===== src/rtl/pmem_arbiter_if.sv =====
// rtl/pmem_arbiter_if.sv - icache/dcache/memory line-port bundle for pmem_arbiter
interface pmem_arbiter_if #(
  parameter int LINE_WIDTH = 256,
  parameter int ADDR_WIDTH = 32
);
  logic                  icache_pmem_read;
  logic [ADDR_WIDTH-1:0] icache_pmem_address;
  logic [LINE_WIDTH-1:0] icache_pmem_rdata;
  logic                  icache_pmem_resp;

  logic                  dcache_pmem_read;
  logic                  dcache_pmem_write;
  logic [ADDR_WIDTH-1:0] dcache_pmem_address;
  logic [LINE_WIDTH-1:0] dcache_pmem_wdata;
  logic [LINE_WIDTH-1:0] dcache_pmem_rdata;
  logic                  dcache_pmem_resp;

  logic                  pmem_read;
  logic                  pmem_write;
  logic [ADDR_WIDTH-1:0] pmem_address;
  logic [LINE_WIDTH-1:0] pmem_wdata;
  logic [LINE_WIDTH-1:0] pmem_rdata;
  logic                  pmem_resp;

  // master: the caches and memory around the arbiter; slave: the arbiter itself
  modport master (
    output icache_pmem_read, icache_pmem_address,
    input  icache_pmem_rdata, icache_pmem_resp,
    output dcache_pmem_read, dcache_pmem_write, dcache_pmem_address, dcache_pmem_wdata,
    input  dcache_pmem_rdata, dcache_pmem_resp,
    input  pmem_read, pmem_write, pmem_address, pmem_wdata,
    output pmem_rdata, pmem_resp
  );

  modport slave (
    input  icache_pmem_read, icache_pmem_address,
    output icache_pmem_rdata, icache_pmem_resp,
    input  dcache_pmem_read, dcache_pmem_write, dcache_pmem_address, dcache_pmem_wdata,
    output dcache_pmem_rdata, dcache_pmem_resp,
    output pmem_read, pmem_write, pmem_address, pmem_wdata,
    input  pmem_rdata, pmem_resp
  );
endinterface


===== src/rtl/pmem_arbiter.sv =====
// rtl/pmem_arbiter.sv - one-at-a-time icache/dcache arbiter onto a shared cacheline memory port
module pmem_arbiter #(
  parameter int LINE_WIDTH = 256,
  parameter int ADDR_WIDTH = 32,
  parameter int CNT_WIDTH  = 16,
  parameter int RR_ENABLE  = 1
) (
  input  logic                 clk,
  input  logic                 rst,
  pmem_arbiter_if.slave        bus,
  output logic [CNT_WIDTH-1:0] icache_grant_count,
  output logic [CNT_WIDTH-1:0] dcache_grant_count
);
  localparam logic [1:0] IDLE    = 2'd0;
  localparam logic [1:0] I_BUSY  = 2'd1;
  localparam logic [1:0] D_BUSY  = 2'd2;
  localparam logic [1:0] RELEASE = 2'd3;

  localparam logic GRANT_I = 1'b0;
  localparam logic GRANT_D = 1'b1;

  localparam logic [CNT_WIDTH-1:0] CNT_ONE = 1;

  logic [1:0]            state;
  logic                  last_grant;
  logic                  i_req;
  logic                  d_req;
  logic                  pick_d;
  logic                  pick_i;
  logic [ADDR_WIDTH-1:0] grant_addr;
  logic [LINE_WIDTH-1:0] grant_wdata;

  // On a tie, round-robin hands the line to whoever did not win last time
  always_comb begin
    i_req       = bus.icache_pmem_read;
    d_req       = bus.dcache_pmem_read | bus.dcache_pmem_write;
    pick_d      = d_req && (!i_req || (RR_ENABLE == 0) || (last_grant == GRANT_I));
    pick_i      = i_req && !pick_d;
    grant_addr  = pick_d ? bus.dcache_pmem_address : bus.icache_pmem_address;
    grant_wdata = (pick_d && bus.dcache_pmem_write) ? bus.dcache_pmem_wdata : bus.pmem_wdata;
  end

  assign bus.icache_pmem_rdata = bus.pmem_rdata;
  assign bus.dcache_pmem_rdata = bus.pmem_rdata;
  assign bus.icache_pmem_resp  = (state == I_BUSY) && bus.pmem_resp;
  assign bus.dcache_pmem_resp  = (state == D_BUSY) && bus.pmem_resp;

  always_ff @(posedge clk or negedge rst) begin
    if (!rst) begin
      state              <= IDLE;
      last_grant         <= GRANT_I;
      bus.pmem_read      <= 1'b0;
      bus.pmem_write     <= 1'b0;
      bus.pmem_address   <= '0;
      bus.pmem_wdata     <= '0;
      icache_grant_count <= '0;
      dcache_grant_count <= '0;
    end else begin
      case (state)
        IDLE: begin
          if (pick_d || pick_i) begin
            bus.pmem_address <= grant_addr;
            bus.pmem_wdata   <= grant_wdata;
          end
          if (pick_d) begin
            // A combined read+write is issued as the writeback only
            state          <= D_BUSY;
            last_grant     <= GRANT_D;
            bus.pmem_write <= bus.dcache_pmem_write;
            bus.pmem_read  <= !bus.dcache_pmem_write;
            if (dcache_grant_count != '1) dcache_grant_count <= dcache_grant_count + CNT_ONE;
          end else if (pick_i) begin
            state          <= I_BUSY;
            last_grant     <= GRANT_I;
            bus.pmem_read  <= 1'b1;
            bus.pmem_write <= 1'b0;
            if (icache_grant_count != '1) icache_grant_count <= icache_grant_count + CNT_ONE;
          end
        end
        I_BUSY, D_BUSY: begin
          if (bus.pmem_resp) begin
            state          <= RELEASE;
            bus.pmem_read  <= 1'b0;
            bus.pmem_write <= 1'b0;
          end
        end
        default: state <= IDLE;
      endcase
    end
  end
endmodule


===== src/flat_wrapper.sv =====
// flat-port wrapper written by rule: the top's interface ports become plain ports
module pmem_arbiter_flat 
#(
  parameter int LINE_WIDTH = 256,
  parameter int ADDR_WIDTH = 32,
  parameter int CNT_WIDTH  = 16,
  parameter int RR_ENABLE  = 1
)
  (clk, rst, icache_grant_count, dcache_grant_count, bus_icache_pmem_read, bus_icache_pmem_address, bus_icache_pmem_rdata, bus_icache_pmem_resp, bus_dcache_pmem_read, bus_dcache_pmem_write, bus_dcache_pmem_address, bus_dcache_pmem_wdata, bus_dcache_pmem_rdata, bus_dcache_pmem_resp, bus_pmem_read, bus_pmem_write, bus_pmem_address, bus_pmem_wdata, bus_pmem_rdata, bus_pmem_resp);
  pmem_arbiter_if #(.LINE_WIDTH(LINE_WIDTH), .ADDR_WIDTH(ADDR_WIDTH)) bus_i ();
  input  logic clk;
  input  logic rst;
  output logic [CNT_WIDTH-1:0] icache_grant_count;
  output logic [CNT_WIDTH-1:0] dcache_grant_count;
  input wire logic [$bits(bus_i.icache_pmem_read)-1:0] bus_icache_pmem_read;
  input wire logic [$bits(bus_i.icache_pmem_address)-1:0] bus_icache_pmem_address;
  output wire logic [$bits(bus_i.icache_pmem_rdata)-1:0] bus_icache_pmem_rdata;
  output wire logic [$bits(bus_i.icache_pmem_resp)-1:0] bus_icache_pmem_resp;
  input wire logic [$bits(bus_i.dcache_pmem_read)-1:0] bus_dcache_pmem_read;
  input wire logic [$bits(bus_i.dcache_pmem_write)-1:0] bus_dcache_pmem_write;
  input wire logic [$bits(bus_i.dcache_pmem_address)-1:0] bus_dcache_pmem_address;
  input wire logic [$bits(bus_i.dcache_pmem_wdata)-1:0] bus_dcache_pmem_wdata;
  output wire logic [$bits(bus_i.dcache_pmem_rdata)-1:0] bus_dcache_pmem_rdata;
  output wire logic [$bits(bus_i.dcache_pmem_resp)-1:0] bus_dcache_pmem_resp;
  output wire logic [$bits(bus_i.pmem_read)-1:0] bus_pmem_read;
  output wire logic [$bits(bus_i.pmem_write)-1:0] bus_pmem_write;
  output wire logic [$bits(bus_i.pmem_address)-1:0] bus_pmem_address;
  output wire logic [$bits(bus_i.pmem_wdata)-1:0] bus_pmem_wdata;
  input wire logic [$bits(bus_i.pmem_rdata)-1:0] bus_pmem_rdata;
  input wire logic [$bits(bus_i.pmem_resp)-1:0] bus_pmem_resp;
  assign bus_i.icache_pmem_read = bus_icache_pmem_read;
  assign bus_i.icache_pmem_address = bus_icache_pmem_address;
  assign bus_icache_pmem_rdata = bus_i.icache_pmem_rdata;
  assign bus_icache_pmem_resp = bus_i.icache_pmem_resp;
  assign bus_i.dcache_pmem_read = bus_dcache_pmem_read;
  assign bus_i.dcache_pmem_write = bus_dcache_pmem_write;
  assign bus_i.dcache_pmem_address = bus_dcache_pmem_address;
  assign bus_i.dcache_pmem_wdata = bus_dcache_pmem_wdata;
  assign bus_dcache_pmem_rdata = bus_i.dcache_pmem_rdata;
  assign bus_dcache_pmem_resp = bus_i.dcache_pmem_resp;
  assign bus_pmem_read = bus_i.pmem_read;
  assign bus_pmem_write = bus_i.pmem_write;
  assign bus_pmem_address = bus_i.pmem_address;
  assign bus_pmem_wdata = bus_i.pmem_wdata;
  assign bus_i.pmem_rdata = bus_pmem_rdata;
  assign bus_i.pmem_resp = bus_pmem_resp;
  pmem_arbiter #(.LINE_WIDTH(LINE_WIDTH), .ADDR_WIDTH(ADDR_WIDTH), .CNT_WIDTH(CNT_WIDTH), .RR_ENABLE(RR_ENABLE)) u_core (.clk(clk), .rst(rst), .bus(bus_i), .icache_grant_count(icache_grant_count), .dcache_grant_count(dcache_grant_count));
endmodule

===== config.mk =====
export PLATFORM = sky130hd
export DESIGN_NAME = pmem_arbiter_flat
export DESIGN_NICKNAME = d
export VERILOG_FILES = /design/src/rtl/pmem_arbiter_if.sv /design/src/rtl/pmem_arbiter.sv /design/src/flat_wrapper.sv
export SDC_FILE = /design/constraint.sdc
export NUM_CORES = 1
export LEC_CHECK = 0
export BUFFER_PORTS_ARGS = -buffer_cell sky130_fd_sc_hd__buf_2
export CAP_MARGIN = 40
export CORE_AREA = 2 2 552 554
export DETAILED_ROUTE_END_ITERATION = 8
export DIE_AREA = 0 0 554 556
export SLEW_MARGIN = 20
export SYNTH_ARGS = -nofsm -noshare
export SYNTH_HDL_FRONTEND = slang
export SYNTH_SLANG_ARGS = --single-unit

===== constraint.sdc =====
create_clock -name clk -period 1.99 [get_ports clk]
set_input_delay 0.199 -clock clk [delete_from_list [all_inputs] [get_ports clk]]
set_output_delay 0.199 -clock clk [all_outputs]
set_load 0.03 [all_outputs]

==> key figures, run 1 <==
Power
  – Total power per unit cell area: 1610 mW/mm²
  – Overall power after layout: 0.0436 W
  – Static Leakage: 11.7 nW
  – Peak supply drop: 0.766 mV

Global route
  – Met1 Usage GRT: 0.0907
  – Met3 layer usage reported by global route: 0.124
  – Via count of the first global-routing pass: 13.6k
  – Busiest metal layer after global routing: met2
  – Largest net degree at the start of global routing: 90
  – All-Layer GR Usage: 0.104
  – Global-route wire length before repair: 195,000 µm
  – Leftover overflow at the end of global routing: 0
  – GR Layer Usage met2: 0.149
  – Antenna violations before repair: 110

Timing
  – Shortest clock period the worst path allows after layout: 1.91 ns
  – Clock Skews: 0.0481 ns
  – Number of hold violations in the final report: 0
  – Maximum achievable frequency: 523 MHz
  – Period utilisation layout: 0.961
  – Final setup viols: 0
  – RSZ-0062 raised after global routing: true
  – Transition at the pin with the smallest max-transition slack: 0.675 ns
  – Tightest slew margin relative to the limit: 0.550
  – Number of max-slew violations in the final report: 0

Finish
  – Finished layout cell area: 0.0271 mm²
  – Fillcell total: 34.7k
  – Synthesis-to-layout area growth: 56.0%
  – Nets: 2,482
  – Fraction of layout instances using a drive strength above 1: 0.502

Placed design
  – Placer Congestion: 0.703
  – Post-Place Cell Area: 0.0220 mm²
  – Detail Placement HPWL: 151,000 µm
  – Count of buffers inserted at the top-level ports: 649

Yosys
  – Mapped Cells: 1,376
  – Summed instance area of the synthesized netlist: 0.0174 mm²
  – Cell accounting for the most synthesized area: sky130_fd_sc_hd__dfrtp_1
  – Count of yosys warnings during synthesis: 0
  – Avg Synthesized Cell Area: 12.6 µm²
  – Largest cells by area after synthesis: sky130_fd_sc_hd__dfrtp_1 47%, sky130_fd_sc_hd__buf_4 22%, sky130_fd_sc_hd__mux2_4 12%
  – Seq cells post-synth: 325
  – Net count of the mapped netlist: 1,964
  – Share of the yosys chip area belonging to registers: 0.469
  – Distinct cells, synth: 34
  – Fraction of synthesized cell area taken by the top area cell type: 0.469

Hold path
  – Hold path startpoint: bus_icache_pmem_address[21]
  – Path category of the worst min-delay check: in2reg

Worst setup path
  – Start point of the critical path: u_core.state[0]
  – Element type at the critical path start: flip-flop
  – Crit path required time: 2.53 ns
  – Flop2flop setup slack: 0.08 ns
  – Data arrival at the endpoint of the critical path: 2.45 ns
  – CP max FO: 42
  – Worst setup path class: reg2reg
  – CP Capture Type: flip-flop
  – Launch point of the worst reg-to-reg path: u_core.state[0]

Floorplan
  – I/O Pins: 1,418
  – Die span in x: 554 µm
  – Die height: 556 µm
  – Std-Cell Rows: 202
  – Overall die area: 0.308 mm²
  – Floorplan Core Area: 0.302 mm²
  – Initial Util: 0.0575

Clock tree
  – CTS HTree Levels: 2
  – Num Clock Sinks: 325
  – Number of buffers on the longest clock path: 3
  – CTS tree: yes
  – Buffer cell driving the clock tree root: sky130_fd_sc_hd__clkbuf_16
  – Clock edge transition at the registers on the reported setup and hold paths: 0.06 ns
  – Inserted Clock Buffers: 46
  – Clock latency at the later pin of the worst-skew pair: 0.68 ns

Drt
  – Vias: 12.8k
  – Detailed-route wire length per cell: 28.2 µm
  – Number of iterations in the first detailed-routing pass: 4
  – Ratio of routed vias to standard cells: 2.16
  – Drc violations: 0
  – Final WL: 167,000 µm
  – Number of nets with antenna violations after detailed routing: 0
  – Drt first-iter violations: 327

Run
  – Max cap viols: 0

Run status
  – Status: complete, no violations
worst paths after layout:
check | endpoint | cells past startpoint
setup / recovery | u_core.bus.pmem_wdata[147] | 8
hold / removal | u_core.bus.pmem_address[21] | 3
setup reg to reg | u_core.bus.pmem_wdata[147] | 8
hold reg to reg | u_core.bus.pmem_address[24] | 2
max in group asynchronous | u_core.bus.pmem_wdata[235] | 4
min in group asynchronous | u_core.bus.pmem_wdata[230] | 3
logic make-up (layout without fill, tap and decap cells):
family / Yosys count / count (layout) / share of synthesized area
fa+ha+maj: 6 / 6 / 0.00432
xor+xnor: 30 / 30 / 0.0151
buf+inv: 557 / 1110 / 0.243
flops: 325 / 325 / 0.469
compound gates: 41 / 41 / 0.0130
other cells: 0 / 19 / 0
mux: 294 / 294 / 0.219
simple gates: 123 / 123 / 0.0370
placed cells by master, fill, tap and decap left out, drive strengths merged, types with 19 or more instances in the layout:
master       count
xor2            29
buf            704
dfrtp          325
dlygate4sd3    320
mux2           262
diode           19
clkbuf          56
o21ai           33
nand2           45
mux2i           32
Yosys cell counts (all sizes together):
cell type / n
a21boi: 1
a21oi: 3
a2bb2oi: 1
and2: 5
and3: 7
and4: 2
buf: 548
clkbuf: 7
dfrtp: 325
ha: 6
inv: 2
mux2: 262
mux2i: 32
nand2: 45
nand2b: 2
nand3: 7
nand4: 13
nor2: 9
nor2b: 3
nor3: 11
nor3b: 5
nor4: 13
o211ai: 2
o21ai: 33
o2bb2ai: 1
or3: 1
xnor2: 1
xor2: 29
layer usage:
layer	up-vias	part of all wire
li1	5146	-
met3	414	0.25
met5	-	0.0030
met4	10	0.035
met2	1336	0.40
met1	5887	0.31
report_power, final:
part	internal, W	leakage, nW	total, W	switching, W
Combinational	0.00701	6.98	0.0231	0.0160
Clock	0.00526	0.780	0.00896	0.00370
Sequential	0.00978	3.92	0.0116	0.00182
Total	0.0220	11.7	0.0436	0.0216
layout make-up:
type	instances	area, µm²	share of cell area
clock buffer	55	1230	0.0456
timing repair buffer	1025	7150	0.264
multi-input combinational	494	5150	0.190
inverter	2	7.51	0.000277
clock inverter	28	374	0.0138
tap	3978	4980	0.184
antenna	19	47.5	0.00176
sequential	325	8130	0.300
worst max-delay path, cell delays in order (launching register included):
cell and delay (ns):
sky130_fd_sc_hd__dfrtp_1 0.36, sky130_fd_sc_hd__inv_2 0.06, sky130_fd_sc_hd__ha_4 0.17, sky130_fd_sc_hd__buf_12 0.13
sky130_fd_sc_hd__nand2b_4 0.06, sky130_fd_sc_hd__nand2b_4 0.13, sky130_fd_sc_hd__buf_12 0.19, sky130_fd_sc_hd__buf_16 0.29
sky130_fd_sc_hd__mux2_1 0.36
per-stage QoR:
step	setup slack (ns)	util	hold slack (ns)	setup TNS, ns	instances
finish	0.0767	0.0896	0.0129	0	5926
global route	-0.0119	0.0895	0.0196	-0.0343	5908
CTS	-0.166	0.0887	0.0133	-0.711	5894
detailed placement	-0.468	0.0727	0.0502	-104.54	5496
global placement	-1.64	0.0726	0.0457	-447.01	5494
floorplan	0.134	-	-0.0966	0	1376
state kept, by name, summed over array words and instances (netlist names):
register and count:
u_core.bus.pmem_wdata 256, u_core.bus.pmem_address 32, u_core.dcache_grant_count 16, u_core.icache_grant_count 16, u_core.state 2, u_core.bus.pmem_read 1
u_core.bus.pmem_write 1, u_core.last_grant 1
what timing repair did:
item	4_1_cts	5_1_grt
hold buffers	314	6
pin swaps	1	2
endpoints found under the hold margin	609	3
setup endpoints to repair	53	33
gates resized for setup	16	21
cloned	0	1
setup buffers	1	5
Note: power is estimated with default switching activity, not from simulation.
==> run 2: changes to the inputs <==
--- a/config.mk
+++ b/config.mk
@@ -10,6 +10,8 @@
 export CORE_AREA = 2 2 552 554
 export DETAILED_ROUTE_END_ITERATION = 8
 export DIE_AREA = 0 0 554 556
+export PLACE_DENSITY = 0.3
+export SETUP_SLACK_MARGIN = 0.15
 export SLEW_MARGIN = 20
 export SYNTH_ARGS = -nofsm -noshare
 export SYNTH_HDL_FRONTEND = slang
==> run 2 against run 1 <==
  * Flip-flop and latch count is the same
  * Worst hold slack gained 0.16 ns
  * Clock skew shrank 0.028 ns
  * Routed wire length shrank 17%
  * Largest cell class is now non-clock buffers
  * First-iteration DRC count grew 100%
  * Sequential share of layout area shrank 1.9 points
  * Register-to-register slack lost 0.03 ns
  * Largest power group unchanged
  * Sequential power is essentially flat
  * Fmax shrank 1.7%
==> key figures, run 2 (synthesized netlist as in run 1, its figures left out) <==
Clock tree
  – CTS HTree Levels: 2
  – Inserted Clock Buffers: 49
  – Number of buffers on the longest clock path: 3
  – Clock edge transition at the registers on the reported setup and hold paths: 0.06 ns
  – Num Clock Sinks: 325
  – Buffer cell driving the clock tree root: sky130_fd_sc_hd__clkbuf_16
  – Clock latency at the later pin of the worst-skew pair: 0.67 ns
  – CTS tree: yes

Timing
  – Final setup viols: 0
  – RSZ-0062 raised after global routing: true
  – Number of max-slew violations in the final report: 0
  – Transition at the pin with the smallest max-transition slack: 0.542 ns
  – Slack of the critical path: 0.0438 ns
  – Shortest clock period the worst path allows after layout: 1.95 ns
  – Clock Skews: 0.0204 ns
  – Period utilisation layout: 0.978
  – Maximum achievable frequency: 514 MHz
  – Number of hold violations in the final report: 0
  – Tightest slew margin relative to the limit: 0.639

Global route
  – Largest net degree at the start of global routing: 66
  – Via count of the first global-routing pass: 13.6k
  – All-Layer GR Usage: 0.0839
  – Leftover overflow at the end of global routing: 0
  – Global-route wire length before repair: 163,000 µm
  – Antenna violations before repair: 95

Hold path
  – Hold Path Stages: 5
  – Hold EP: u_core.state[0]
  – Path category of the worst min-delay check: in2reg
  – Hold path startpoint: bus_dcache_pmem_read

Drt
  – Drt first-iter violations: 653
  – Detailed-route wire length per cell: 23.1 µm
  – Ratio of routed vias to standard cells: 2.17
  – Vias: 13.0k
  – Number of nets with antenna violations after detailed routing: 0
  – Drc violations: 0
  – Final WL: 139,000 µm
  – Number of iterations in the first detailed-routing pass: 4

Run
  – Max cap viols: 0

Worst setup path
  – Start point of the critical path: u_core.state[0]
  – Worst setup path class: reg2reg
  – Launch point of the worst reg-to-reg path: u_core.state[0]
  – Crit path required time: 2.55 ns
  – Worst Reg-to-Reg Cells: 8
  – CP max FO: 7
  – Element type at the critical path start: flip-flop
  – Worst r2r dst: u_core.bus.pmem_wdata[95]
  – Flop2flop setup slack: 0.04 ns
  – CP Capture Type: flip-flop
  – Data arrival at the endpoint of the critical path: 2.51 ns

Placed design
  – Detail Placement HPWL: 117,000 µm
  – Placer Congestion: 0.789
  – Count of buffers inserted at the top-level ports: 649
  – Post-Place Setup Slack: -0.000582 ns
  – DP Cell Count: 5,550

Floorplan
  – Die height: 556 µm
  – Floorplan Core Area: 0.302 mm²
  – Overall die area: 0.308 mm²
  – I/O Pins: 1,418
  – Std-Cell Rows: 202
  – Initial Util: 0.0575
  – Die span in x: 554 µm

Power
  – Total power per unit cell area: 1580 mW/mm²
  – Gate power share: 0.529
  – Sw Ratio: 0.463
  – Share of total power in the clock network: 0.211
  – Flop pwr share: 0.260
  – Peak supply drop: 0.727 mV
  – Static Leakage: 13.0 nW
  – Internal power component: 0.0246 W
  – Switching pwr: 0.0212 W

Finish
  – Commonest cells after routing, fill and taps aside: 646 x sky130_fd_sc_hd__buf_2, 324 x sky130_fd_sc_hd__dfrtp_1, 321 x sky130_fd_sc_hd__dlygate4sd3_1, 252 x sky130_fd_sc_hd__mux2_4
  – Register with the highest flop count: u_core.bus.pmem_wdata
  – Registers with the highest flip-flop counts: u_core.bus.pmem_wdata (256), u_core.bus.pmem_address (32)
  – Nets: 2,567
  – Commonest non-fill, non-tap cell in the layout: sky130_fd_sc_hd__buf_2
  – Max FFs per register: 256
  – Non-filler cells in the finished layout: 6,000
  – Fraction of layout instances using a drive strength above 1: 0.575
  – Synthesis-to-layout area growth: 66.5%

Run status
  – Status: complete, no violations
run 2: worst max-delay path: stages, from the launching register on:
cell and delay [ns]:
sky130_fd_sc_hd__dfrtp_1 0.38, sky130_fd_sc_hd__inv_2 0.11, sky130_fd_sc_hd__ha_4 0.17, sky130_fd_sc_hd__nand2b_4 0.05, sky130_fd_sc_hd__nand2b_4 0.21, sky130_fd_sc_hd__buf_12 0.19
sky130_fd_sc_hd__clkbuf_16 0.20, sky130_fd_sc_hd__clkbuf_16 0.18, sky130_fd_sc_hd__mux2_4 0.29
run 2: worst max path at each step:
stage | end | slack, ns | depth (start not counted)
after floorplan | u_core.bus.pmem_wdata[0] | 0.15 | 9
after global placement | u_core.bus.pmem_wdata[111] | -0.03 | 7
after detailed placement | u_core.bus.pmem_address[3] | -0.0006 | 7
after CTS | bus_icache_pmem_resp | 0.006 | 5
after global routing | u_core.bus.pmem_wdata[221] | -0.03 | 8
final | u_core.bus.pmem_wdata[95] | 0.04 | 8
run 2: power by group through the flow:
| stage | registers, W | clock network [W] | logic [W] |
|---|---|---|---|
| final | 0.0119 | 0.00966 | 0.0242 |
| after global routing | 0.0123 | 0.0104 | 0.0259 |
| after CTS | 0.0119 | 0.0102 | 0.0223 |
| after detailed placement | 0.0119 | 0 | 0.0214 |
| after global placement | 0.0119 | 0 | 0.0214 |
| after floorplan | 0.0177 | 0 | 0.00735 |
run 2: cell type report:
class / instances / area [µm²]
well taps: 3978 / 4980
diodes: 4 / 10.0
inverters: 2 / 7.51
fillers: 34777 / 273000
multi-input cells: 494 / 5610
clock buffers: 71 / 1450
repair buffers: 1107 / 8390
clock inverters: 19 / 324
flip-flops and latches: 325 / 8130
run 2: routing by layer:
metal / part of all wire / wire length [µm] / GRT usage / up-vias
li1: - / - / - / 5336
met1: 0.34 / 47400 / 0.0817 / 5921
met2: 0.40 / 56100 / 0.120 / 1408
met3: 0.21 / 29000 / 0.0837 / 372
met4: 0.040 / 5610 / 0.0254 / 12
met5: 0.0041 / 563 / 0.0181 / -
run 2: timing repair:
action                     4_1_cts  5_1_grt
gates resized for setup         23      203
pin swaps                        1       12
buffers inserted                 1       10
hold buffers                   322        0
hold endpoints to repair       613        0
setup endpoints to repair      238      304
cloned                           1       22
run 2: per-stage QoR:
stage	util	hold WS, ns	setup TNS (ns)	power (W)	area (µm²)
floorplan	-	-0.0966	0	0.0250	17400
global placement	0.0740	0.134	-0.609	0.0333	22400
detailed placement	0.0740	0.132	-0.000582	0.0334	22400
CTS	0.0910	0.0689	0	0.0444	27500
global route	0.0956	0.154	-0.413	0.0485	28900
finish	0.0957	0.175	0	0.0458	28900
==> run 3: changes to the inputs <==
--- a/config.mk
+++ b/config.mk
@@ -11,7 +11,6 @@
 export DETAILED_ROUTE_END_ITERATION = 8
 export DIE_AREA = 0 0 554 556
 export PLACE_DENSITY = 0.3
-export SETUP_SLACK_MARGIN = 0.15
 export SLEW_MARGIN = 20
 export SYNTH_ARGS = -nofsm -noshare
 export SYNTH_HDL_FRONTEND = slang
==> run 3 against run 2 <==
  * Total power decreased by 6.8%
  * Routed wire length is 3.6% lower
  * Die area unchanged
  * Flip-flop and latch count did not move
  * Clock-buffer cell count shrank 5
  * Register-to-register slack about the same
  * Non-clock buffer count shrank 36
  * Clock skew increased by 0.032 ns
  * Largest power group unchanged
==> key figures, run 3 (synthesized netlist as in run 1, its figures left out) <==
Clock tree
  – Number of buffers on the longest clock path: 3
  – CTS tree: yes
  – Num Clock Sinks: 325
  – CTS HTree Levels: 2
  – Buffer cell driving the clock tree root: sky130_fd_sc_hd__clkbuf_16
  – Clock edge transition at the registers on the reported setup and hold paths: 0.06 ns
  – Inserted Clock Buffers: 48
  – Clock latency at the later pin of the worst-skew pair: 0.69 ns

Finish
  – Fillcell total: 34.9k
  – Registers with the highest flip-flop counts: u_core.bus.pmem_wdata (256), u_core.bus.pmem_address (32)
  – Fraction of layout instances using a drive strength above 1: 0.509
  – Synthesis-to-layout area growth: 57.6%
  – Non-filler cells in the finished layout: 5,962
  – Commonest cells after routing, fill and taps aside: 646 x sky130_fd_sc_hd__buf_2, 325 x sky130_fd_sc_hd__dfrtp_1, 322 x sky130_fd_sc_hd__dlygate4sd3_1, 147 x sky130_fd_sc_hd__mux2_4, 100 x sky130_fd_sc_hd__mux2_1
  – Commonest non-fill, non-tap cell in the layout: sky130_fd_sc_hd__buf_2
  – Register with the highest flop count: u_core.bus.pmem_wdata
  – Nets: 2,530
  – Fin util: 0.0906
  – Max FFs per register: 256

Placed design
  – Post-Place Setup Slack: -0.0957 ns
  – DP Cell Count: 5,547
  – Count of buffers inserted at the top-level ports: 649
  – Placer Congestion: 0.744
  – Detail Placement HPWL: 117,000 µm

Timing
  – Tightest slew margin relative to the limit: 0.507
  – Final setup viols: 0
  – Number of hold violations in the final report: 0
  – Shortest clock period the worst path allows after layout: 1.93 ns
  – Number of max-slew violations in the final report: 0
  – RSZ-0062 raised after global routing: true
  – Transition at the pin with the smallest max-transition slack: 0.740 ns
  – Clock Skews: 0.0527 ns
  – Period utilisation layout: 0.972
  – Worst hold-check slack: 0.0681 ns
  – Maximum achievable frequency: 517 MHz
  – Slack of the critical path: 0.0555 ns

Worst setup path
  – Worst setup path class: reg2reg
  – Slowest CP cell: sky130_fd_sc_hd__or3_1
  – Element type at the critical path start: flip-flop
  – Maximum cell stage delay along the critical path: 0.41 ns
  – Sequence of cells on the critical path: inv_2 -> ha_2 -> buf_4 -> buf_12 -> buf_4 -> nand4_1 -> or3_1 -> xnor2_1
  – CP Capture Type: flip-flop
  – Crit path required time: 2.52 ns
  – CP max FO: 4
  – Worst path bufs/invs: 4
  – Data arrival at the endpoint of the critical path: 2.46 ns
  – Cell family contributing the most delay on the critical path: simple AND/OR/NAND/NOR gates
  – Library cell appearing most often on the critical path: sky130_fd_sc_hd__buf_4

Drt
  – Final WL: 134,000 µm
  – Drt first-iter violations: 413
  – Drc violations: 0
  – Vias: 12.7k
  – Ratio of routed vias to standard cells: 2.12
  – Number of nets with antenna violations after detailed routing: 0
  – Number of iterations in the first detailed-routing pass: 4
  – Detailed-route wire length per cell: 22.4 µm

Global route
  – Via count of the first global-routing pass: 13.5k
  – Largest net degree at the start of global routing: 66
  – All-Layer GR Usage: 0.0834
  – Leftover overflow at the end of global routing: 0
  – Global-route wire length before repair: 162,000 µm
  – Antenna violations before repair: 76

Hold path
  – Path category of the worst min-delay check: in2async

Run status
  – Status: complete, no violations

Floorplan
  – Die height: 556 µm
  – Floorplan Core Area: 0.302 mm²
  – Overall die area: 0.308 mm²
  – Std-Cell Rows: 202
  – Die span in x: 554 µm
  – I/O Pins: 1,418
  – Initial Util: 0.0575

Power
  – Overall power after layout: 0.0426 W
  – Static Leakage: 11.9 nW
  – Total power per unit cell area: 1560 mW/mm²
  – Peak supply drop: 0.642 mV

Run
  – Max cap viols: 0
## run 3: path summary, 6_finish.rpt
kind                                                   from                             to  slack [ns]  cells after the start
worst max-delay path                        u_core.state[0]  u_core.dcache_grant_count[14]        0.06                      8
worst min-delay path                                    rst     u_core.bus.pmem_wdata[128]        0.07                      2
worst max register to register              u_core.state[0]  u_core.dcache_grant_count[14]        0.06                      8
worst min register to register  u_core.bus.pmem_address[21]    u_core.bus.pmem_address[21]        0.48                      2
max in group asynchronous                               rst     u_core.bus.pmem_wdata[100]        1.12                      3
min in group clk                 bus_dcache_pmem_wdata[107]     u_core.bus.pmem_wdata[107]        0.27                      3
## run 3: cell type report
cell class	instances	area, µm²	area share
tap	3978	4980	0.182
antenna	5	12.5	0.000457
clock inverter	21	269	0.00983
timing repair buffer	1071	7490	0.274
multi-input combinational	494	5120	0.187
inverter	2	7.51	0.000274
clock buffer	66	1360	0.0497
sequential	325	8130	0.297
## run 3: worst reg2reg max path, stage by stage, from the launching register on
cell	delay [ns]
sky130_fd_sc_hd__dfrtp_1	0.39
sky130_fd_sc_hd__inv_2	0.07
sky130_fd_sc_hd__ha_2	0.23
sky130_fd_sc_hd__buf_4	0.16
sky130_fd_sc_hd__buf_12	0.11
sky130_fd_sc_hd__buf_4	0.14
sky130_fd_sc_hd__nand4_1	0.11
sky130_fd_sc_hd__or3_1	0.41
sky130_fd_sc_hd__xnor2_1	0.14
## run 3: metal layers
layer	GRT usage	share of wire	vias to the layer above
met4	0.0238	0.035	14
met3	0.0841	0.22	316
met5	0.0178	0.0052	-
li1	-	-	5244
met2	0.121	0.41	1292
met1	0.0798	0.34	5791
## run 3: repair_timing
action,4_1_cts,5_1_grt
gates resized for setup,13,22
cloned,0,0
hold endpoints to repair,559,0
pin swaps,0,2
setup buffers,1,0
hold buffers,322,0
endpoints found under the setup margin,107,198
## run 3: power breakdown
part           switching [W]  internal [W]  total, W
combinational         0.0146       0.00719    0.0218
clock                0.00376       0.00532   0.00908
sequential           0.00195       0.00978    0.0117
total                 0.0204        0.0223    0.0426
## run 3: stage by stage
stage                     setup TNS, ns  area, µm²
after floorplan                       0      17400
after global placement            -5.07      22300
after detailed placement          -1.95      22300
after CTS                        -0.701      27200
after global routing             -0.260      27400
final                                 0      27400
